## src/rtl/seq_mult_pkg.sv

```systemverilog
// -----------------------------------------------------------------------------
// seq_mult_pkg
// Shared types and constants for the sequential 8x8 multiplier controller.
//   state_e    : controller FSM states (IDLE, MUL, DONE)
//   OP_W       : operand width (8)
//   NIB_W      : nibble width fed to the 4x4 multiplier (4)
//   PROD_W     : product / accumulator width (16)
//   NUM_STEPS  : partial products per operation (4)
//   STEP_W     : width of the step counter (2)
//   step_shift : left shift applied to the partial product of a given step
// -----------------------------------------------------------------------------
package seq_mult_pkg;

    localparam int OP_W      = 8;
    localparam int NIB_W     = 4;
    localparam int PROD_W    = 16;
    localparam int NUM_STEPS = 4;
    localparam int STEP_W    = 2;

    typedef enum logic [1:0] {
        IDLE = 2'd0,
        MUL  = 2'd1,
        DONE = 2'd2
    } state_e;

    // Step order: (alo,blo)<<0, (alo,bhi)<<4, (ahi,blo)<<4, (ahi,bhi)<<8.
    function automatic logic [3:0] step_shift(input logic [STEP_W-1:0] step);
        logic [3:0] sh;
        case (step)
            2'd0:    sh = 4'd0;
            2'd1:    sh = 4'd4;
            2'd2:    sh = 4'd4;
            default: sh = 4'd8;
        endcase
        return sh;
    endfunction

endpackage

```

## src/rtl/seq_mult_8x8_ctrl_if.sv

```systemverilog
// -----------------------------------------------------------------------------
// seq_mult_8x8_ctrl_if
// Operand/result handshake bundle of the sequential multiplier.
//   start_valid  : producer offers an operand pair (a, b)
//   start_ready  : block accepts operands (IDLE only)
//   a, b         : unsigned operands, sampled on accept
//   result_valid : product available (DONE only)
//   result_ready : consumer takes the product
//   result       : unsigned product a*b
//   busy         : operation in flight or result pending
// Handshake: a transfer happens on a rising edge where valid && ready are both
// high; once valid is raised its payload is held until that edge.
// modport master : producer/consumer side (testbench or upstream logic)
// modport slave  : multiplier side
// -----------------------------------------------------------------------------
interface seq_mult_8x8_ctrl_if;
    import seq_mult_pkg::*;

    logic              start_valid;
    logic              start_ready;
    logic [OP_W-1:0]   a;
    logic [OP_W-1:0]   b;
    logic              result_valid;
    logic              result_ready;
    logic [PROD_W-1:0] result;
    logic              busy;

    modport master (
        output start_valid, a, b, result_ready,
        input  start_ready, result_valid, result, busy
    );

    modport slave (
        input  start_valid, a, b, result_ready,
        output start_ready, result_valid, result, busy
    );

endinterface

```

## src/rtl/four_bit_multiplier.sv

```systemverilog
// -----------------------------------------------------------------------------
// four_bit_multiplier
// Combinational 4x4 unsigned array multiplier built from AND rows and adds.
//   A [3:0] : multiplicand nibble
//   B [3:0] : multiplier nibble
//   P [7:0] : unsigned product A*B
// -----------------------------------------------------------------------------
module four_bit_multiplier (
    input  logic [3:0] A,
    input  logic [3:0] B,
    output logic [7:0] P
);

    logic [7:0] sum;

    // Each set bit of B contributes a row equal to A shifted by that bit index.
    always_comb begin
        sum = 8'd0;
        for (int i = 0; i < 4; i++) begin
            if (B[i]) begin
                sum = sum + ({4'd0, A} << i);
            end
        end
    end

    assign P = sum;

endmodule

```

## src/rtl/seq_mult_8x8_ctrl.sv

```systemverilog
// -----------------------------------------------------------------------------
// seq_mult_8x8_ctrl
// Sequential 8x8 unsigned multiplier: one 4x4 partial product per cycle,
// accumulated into a 16-bit register over four MUL cycles.
//   clk     : clock, rising edge
//   rst     : asynchronous active-high reset
//   mult_if : seq_mult_8x8_ctrl_if.slave (operand/result handshake, busy)
//   state_o : current FSM state, for debug/observation
// Optional build macro:
//   SEQ_MULT_ZERO_SKIP_EN : an accept with a zero operand goes straight to
//                           DONE with a zero result (1-edge latency).
// -----------------------------------------------------------------------------
module seq_mult_8x8_ctrl
    import seq_mult_pkg::*;
(
    input  logic                 clk,
    input  logic                 rst,
    seq_mult_8x8_ctrl_if.slave   mult_if,
    output state_e               state_o
);

    state_e              state_q, state_d;
    logic [OP_W-1:0]     a_q, a_d;
    logic [OP_W-1:0]     b_q, b_d;
    logic [PROD_W-1:0]   acc_q, acc_d;
    logic [STEP_W-1:0]   step_q, step_d;

    logic [NIB_W-1:0]    nib_a;
    logic [NIB_W-1:0]    nib_b;
    logic [2*NIB_W-1:0]  pp;
    logic [PROD_W-1:0]   pp_shifted;

    // step bit 1 selects the high nibble of a, step bit 0 the high nibble of b.
    assign nib_a = step_q[1] ? a_q[OP_W-1:NIB_W] : a_q[NIB_W-1:0];
    assign nib_b = step_q[0] ? b_q[OP_W-1:NIB_W] : b_q[NIB_W-1:0];

    four_bit_multiplier u_mul (
        .A (nib_a),
        .B (nib_b),
        .P (pp)
    );

    assign pp_shifted = PROD_W'(pp) << step_shift(step_q);

    always_ff @(posedge clk or posedge rst) begin
        if (rst) begin
            state_q <= IDLE;
            a_q     <= '0;
            b_q     <= '0;
            acc_q   <= '0;
            step_q  <= '0;
        end else begin
            state_q <= state_d;
            a_q     <= a_d;
            b_q     <= b_d;
            acc_q   <= acc_d;
            step_q  <= step_d;
        end
    end

    always_comb begin
        state_d = state_q;
        a_d     = a_q;
        b_d     = b_q;
        acc_d   = acc_q;
        step_d  = step_q;
        case (state_q)
            IDLE: begin
                if (mult_if.start_valid) begin
                    a_d    = mult_if.a;
                    b_d    = mult_if.b;
                    acc_d  = '0;
                    step_d = '0;
`ifdef SEQ_MULT_ZERO_SKIP_EN
                    // Zero product is already in the cleared accumulator.
                    if ((mult_if.a == '0) || (mult_if.b == '0)) begin
                        state_d = DONE;
                    end else begin
                        state_d = MUL;
                    end
`else
                    state_d = MUL;
`endif
                end
            end
            MUL: begin
                // Max sum is 255*255, so the 16-bit add cannot overflow.
                acc_d  = acc_q + pp_shifted;
                step_d = step_q + STEP_W'(1);
                if (step_q == STEP_W'(NUM_STEPS - 1)) begin
                    state_d = DONE;
                end
            end
            DONE: begin
                if (mult_if.result_ready) begin
                    state_d = IDLE;
                end
            end
            default: begin
                state_d = IDLE;
            end
        endcase
    end

    assign mult_if.start_ready  = (state_q == IDLE);
    assign mult_if.result_valid = (state_q == DONE);
    assign mult_if.busy         = (state_q != IDLE);
    assign mult_if.result       = acc_q;
    assign state_o              = state_q;

endmodule

```

## src/flat_wrapper.sv

```systemverilog
// flat-port wrapper written by rule: the top's interface ports become plain ports
module seq_mult_8x8_ctrl_flat import seq_mult_pkg::*;
  (clk, rst, state_o, mult_if_start_valid, mult_if_a, mult_if_b, mult_if_result_ready, mult_if_start_ready, mult_if_result_valid, mult_if_result, mult_if_busy);
  seq_mult_8x8_ctrl_if mult_if_i ();
  input  logic clk;
  input  logic rst;
  output state_e state_o;
  input wire logic [$bits(mult_if_i.start_valid)-1:0] mult_if_start_valid;
  input wire logic [$bits(mult_if_i.a)-1:0] mult_if_a;
  input wire logic [$bits(mult_if_i.b)-1:0] mult_if_b;
  input wire logic [$bits(mult_if_i.result_ready)-1:0] mult_if_result_ready;
  output wire logic [$bits(mult_if_i.start_ready)-1:0] mult_if_start_ready;
  output wire logic [$bits(mult_if_i.result_valid)-1:0] mult_if_result_valid;
  output wire logic [$bits(mult_if_i.result)-1:0] mult_if_result;
  output wire logic [$bits(mult_if_i.busy)-1:0] mult_if_busy;
  assign mult_if_i.start_valid = mult_if_start_valid;
  assign mult_if_i.a = mult_if_a;
  assign mult_if_i.b = mult_if_b;
  assign mult_if_i.result_ready = mult_if_result_ready;
  assign mult_if_start_ready = mult_if_i.start_ready;
  assign mult_if_result_valid = mult_if_i.result_valid;
  assign mult_if_result = mult_if_i.result;
  assign mult_if_busy = mult_if_i.busy;
  seq_mult_8x8_ctrl u_core (.clk(clk), .rst(rst), .mult_if(mult_if_i), .state_o(state_o));
endmodule
```

## config.mk

```make
export PLATFORM = sky130hd
export DESIGN_NAME = seq_mult_8x8_ctrl_flat
export DESIGN_NICKNAME = d
export VERILOG_FILES = /design/src/rtl/seq_mult_pkg.sv /design/src/rtl/seq_mult_8x8_ctrl_if.sv /design/src/rtl/four_bit_multiplier.sv /design/src/rtl/seq_mult_8x8_ctrl.sv /design/src/flat_wrapper.sv
export SDC_FILE = /design/constraint.sdc
export NUM_CORES = 1
export LEC_CHECK = 0
export CAP_MARGIN = 20
export CORE_MARGIN = 2
export CORE_UTILIZATION = 36
export CTS_CLUSTER_DIAMETER = 150
export CTS_CLUSTER_SIZE = 25
export DETAILED_ROUTE_END_ITERATION = 8
export PLACE_DENSITY = 0.64
export SETUP_SLACK_MARGIN = 0.4
export SYNTH_ARGS = -nofsm -noshare
export SYNTH_HDL_FRONTEND = slang
export SYNTH_SLANG_ARGS = --single-unit
```

## constraint.sdc

```tcl
create_clock -name clk -period 7 [get_ports clk]
set_clock_uncertainty 0.15 [all_clocks]
set_input_delay 1.4 -clock clk [delete_from_list [all_inputs] [get_ports clk]]
set_output_delay 1.4 -clock clk [all_outputs]
set_load 0.005 [all_outputs]
```

==> summary.txt <==
Outcome
  • Status: finished, final reports clean

Clock tree
  • CTS Buffer Depth: 2
  • Clk sinks: 36
  • Clock-pin transition on the worst setup and hold timing paths: 0.08 ns
  • H-tree levels: 2
  • CTS tree: done
  • CTS Buf Count: 5
  • Worst skew pair latency: 0.29 ns
  • Clk root buf: clkbuf_8
  • Post-CTS Hold Fix Bufs: 0

Detailed routing
  • Iter 0 DRT Violations: 148
  • Wire per inst: 16.5 um
  • Antenna viol nets, final: 0
  • Drt drc: 0
  • Detailed Route WL: 8660 um
  • Vias per std cell: 5.60
  • Drt pass-1 iters: 4
  • Vias: 2933

STA
  • Fmax: 150 MHz
  • Max-slew headroom: 31.1%
  • Final period util: 95.2%
  • Final Critical Period: 6.66 ns
  • Post-route worst setup slack: 0.337 ns
  • Final setup fails: 0
  • Final Max Slew Viols: 0
  • RSZ-0062 raised after global routing: yes
  • Setup TNS: 0 ns
  • Worst slew pin tran: 1.01 ns
  • Hold Vio Cnt, Final: 0

Layout
  • Sequential cell area: 902 um2
  • # fillers: 761
  • Area of the multi-input gates: 2280 um2
  • Layout Nets: 465
  • Layout cells sized above 1: 26.0%
  • Design area: 4180 um2
  • Area added between synthesis and finish: 35.0%
  • Final core occ: 50.6%
  • # diodes: 0

Floorplan
  • Die area: 9360 um2
  • I/O Pins: 41
  • Total core area: 8260 um2
  • Rows: 33
  • Chip width: 96.7 um
  • Starting density of the core: 37.5%
  • DIE HEIGHT: 96.7 um

Setup path
  • Arrival time worst endpoint: 6.70 ns
  • Largest fanout on the critical path: 8
  • Max incr delay on CP: 0.54 ns
  • Crit path required time: 7.04 ns
  • CP Class: register to register
  • Critical Path Sink Type: register
  • CP Launch Type: register
  • Critical-path cell with the highest stage delay: or4_1

Yosys
  • Cell Area, Synth: 3100 um2
  • Post-synth EDFFs: 0
  • Post-synth top area cell: dfrtp_1
  • Syn Nets: 397
  • Most numerous cell in the Yosys netlist: nand2_1
  • Synth Register Bits: 36
  • Post-synthesis sequential area ratio: 29.1%
  • Yosys top cell area share: 29.1%
  • Ys Warns: 0
  • Post-Syn Instances: 350
  • Syn avg cell area: 8.84 um2
  • Asr flop ratio synth: 100%
  • Main synth FF type: dfrtp_1
  • Commonest cells post-synth: nand2_1, dfrtp_1, ha_1
  • Distinct cell type count after synthesis: 55
  • Top cells by area, synth: dfrtp_1, ha_1, mux2_2, nand2_1, a21oi_1

Job
  • Max-capacitance violation count: 0

Global routing
  • Grt ovf: 0
  • Initial antenna violation count: 0
  • Global-route wire length before repair: 13700 um
  • Gr usage total: 17.4%
  • Pin count of the biggest net entering global routing: 37
  • Vias in the first global route: 2782

Placed design
  • Port-buffer cells: 40
  • Placement Cell Area: 3590 um2
  • Dpl ws: 0.0134 ns
  • Final HPWL DP: 5620 um
  • Routability congestion estimate: 0.824

Hold path
  • Worst Hold Class: register to register
[worst paths after layout]
| path | slack, ns | from | cells after the start | endpoint |
|---|---|---|---|---|
| worst max-delay path | 0.34 | u_core.step_q[1] | 30 | u_core.mult_if.result[15] |
| worst min-delay path | 0.36 | u_core.a_q[0] | 1 | u_core.a_q[0] |
| worst max register to register | 0.34 | u_core.step_q[1] | 30 | u_core.mult_if.result[15] |
| worst min register to register | 0.36 | u_core.a_q[0] | 1 | u_core.a_q[0] |
| max in group asynchronous | 4.99 | rst | 3 | u_core.step_q[1] |
| min in group asynchronous | 1.36 | rst | 3 | u_core.mult_if.result[1] |
[layout make-up]
class,instances,area share (%)
Clock buffer,7,2.07
Clock inverter,1,0.180
Inverter,11,1.23
Multi-Input combinational cell,285,54.5
Sequential cell,36,21.6
Tap cell,105,3.14
Timing Repair Buffer,79,17.3
[critical path, delay by kind of cell, from the launching register on]
kind            cells  cell delay, ns
mux                 4            0.88
fa+ha+maj           3            0.77
compound gates      9            1.54
flops               1            0.48
xor+xnor            2            0.31
buf+inv             2            0.30
simple gates       10            2.11
[flip-flops by register name (all words and copies together) (netlist names)]
| name | cells |
|---|---|
| u_core.a_q | 8 |
| u_core.mult_if.result | 16 |
| u_core.state_o | 2 |
| u_core.step_q | 2 |
| u_core.b_q | 8 |
[timing repair]
item	CTS	global route
gates resized for setup	22	30
pin swaps	8	25
setup endpoints to repair	2	5
buffers inserted	18	12
[routing by layer]
layer	wire (um)	GRT usage, %	up-vias
li1	-	-	1409
met1	3900	23.1	1426
met2	4280	29.6	75
met3	247	2.17	23
met4	225	5.09	0
met5	0	0	-
[layout by cell type (no fill, tap or decap), drive strengths merged, types with 3 or more instances in the layout]
cell,netlist,layout
o211ai,5,5
a31oi,4,4
and3,3,3
and2,4,4
nor3,11,11
mux2,20,20
xor2,8,8
clkdlybuf4s50,0,40
nand3,8,8
ha,26,26
nand2b,6,6
inv,10,11
mux2i,11,11
a2111oi,3,3
dfrtp,36,36
a21oi,20,20
nor2b,5,5
a21o,5,5
o21bai,5,5
a211oi,4,4
o22ai,14,14
o21ai,22,22
xnor2,10,10
buf,7,39
clkbuf,11,7
nor2,25,25
or3,3,3
nand2,41,41
[kinds of logic (layout without fill, tap and decap cells)]
family                   Yosys count  in the layout  synth area share, %
AND/OR/NAND/NOR                  111            111                 16.7
AO/OA/AOI/OAI                     97             97                 20.9
flip-flops                        36             36                 29.1
multiplexers                      31             31                 11.9
buffers and inverters             29             98                 4.85
adder cells (fa/ha/maj)           28             28                 11.5
XOR/XNOR                          18             18                 5.09
[stage by stage]
stage	instances	hold slack (ns)
after floorplan	350	0.325
after global placement	485	0.344
after detailed placement	485	0.346
after CTS	511	0.365
after global routing	524	0.374
final	524	0.362
Power is left out: the tool's default activity adds up to more than one toggle a clock period on the data nets, which glitch-free logic cannot reach.
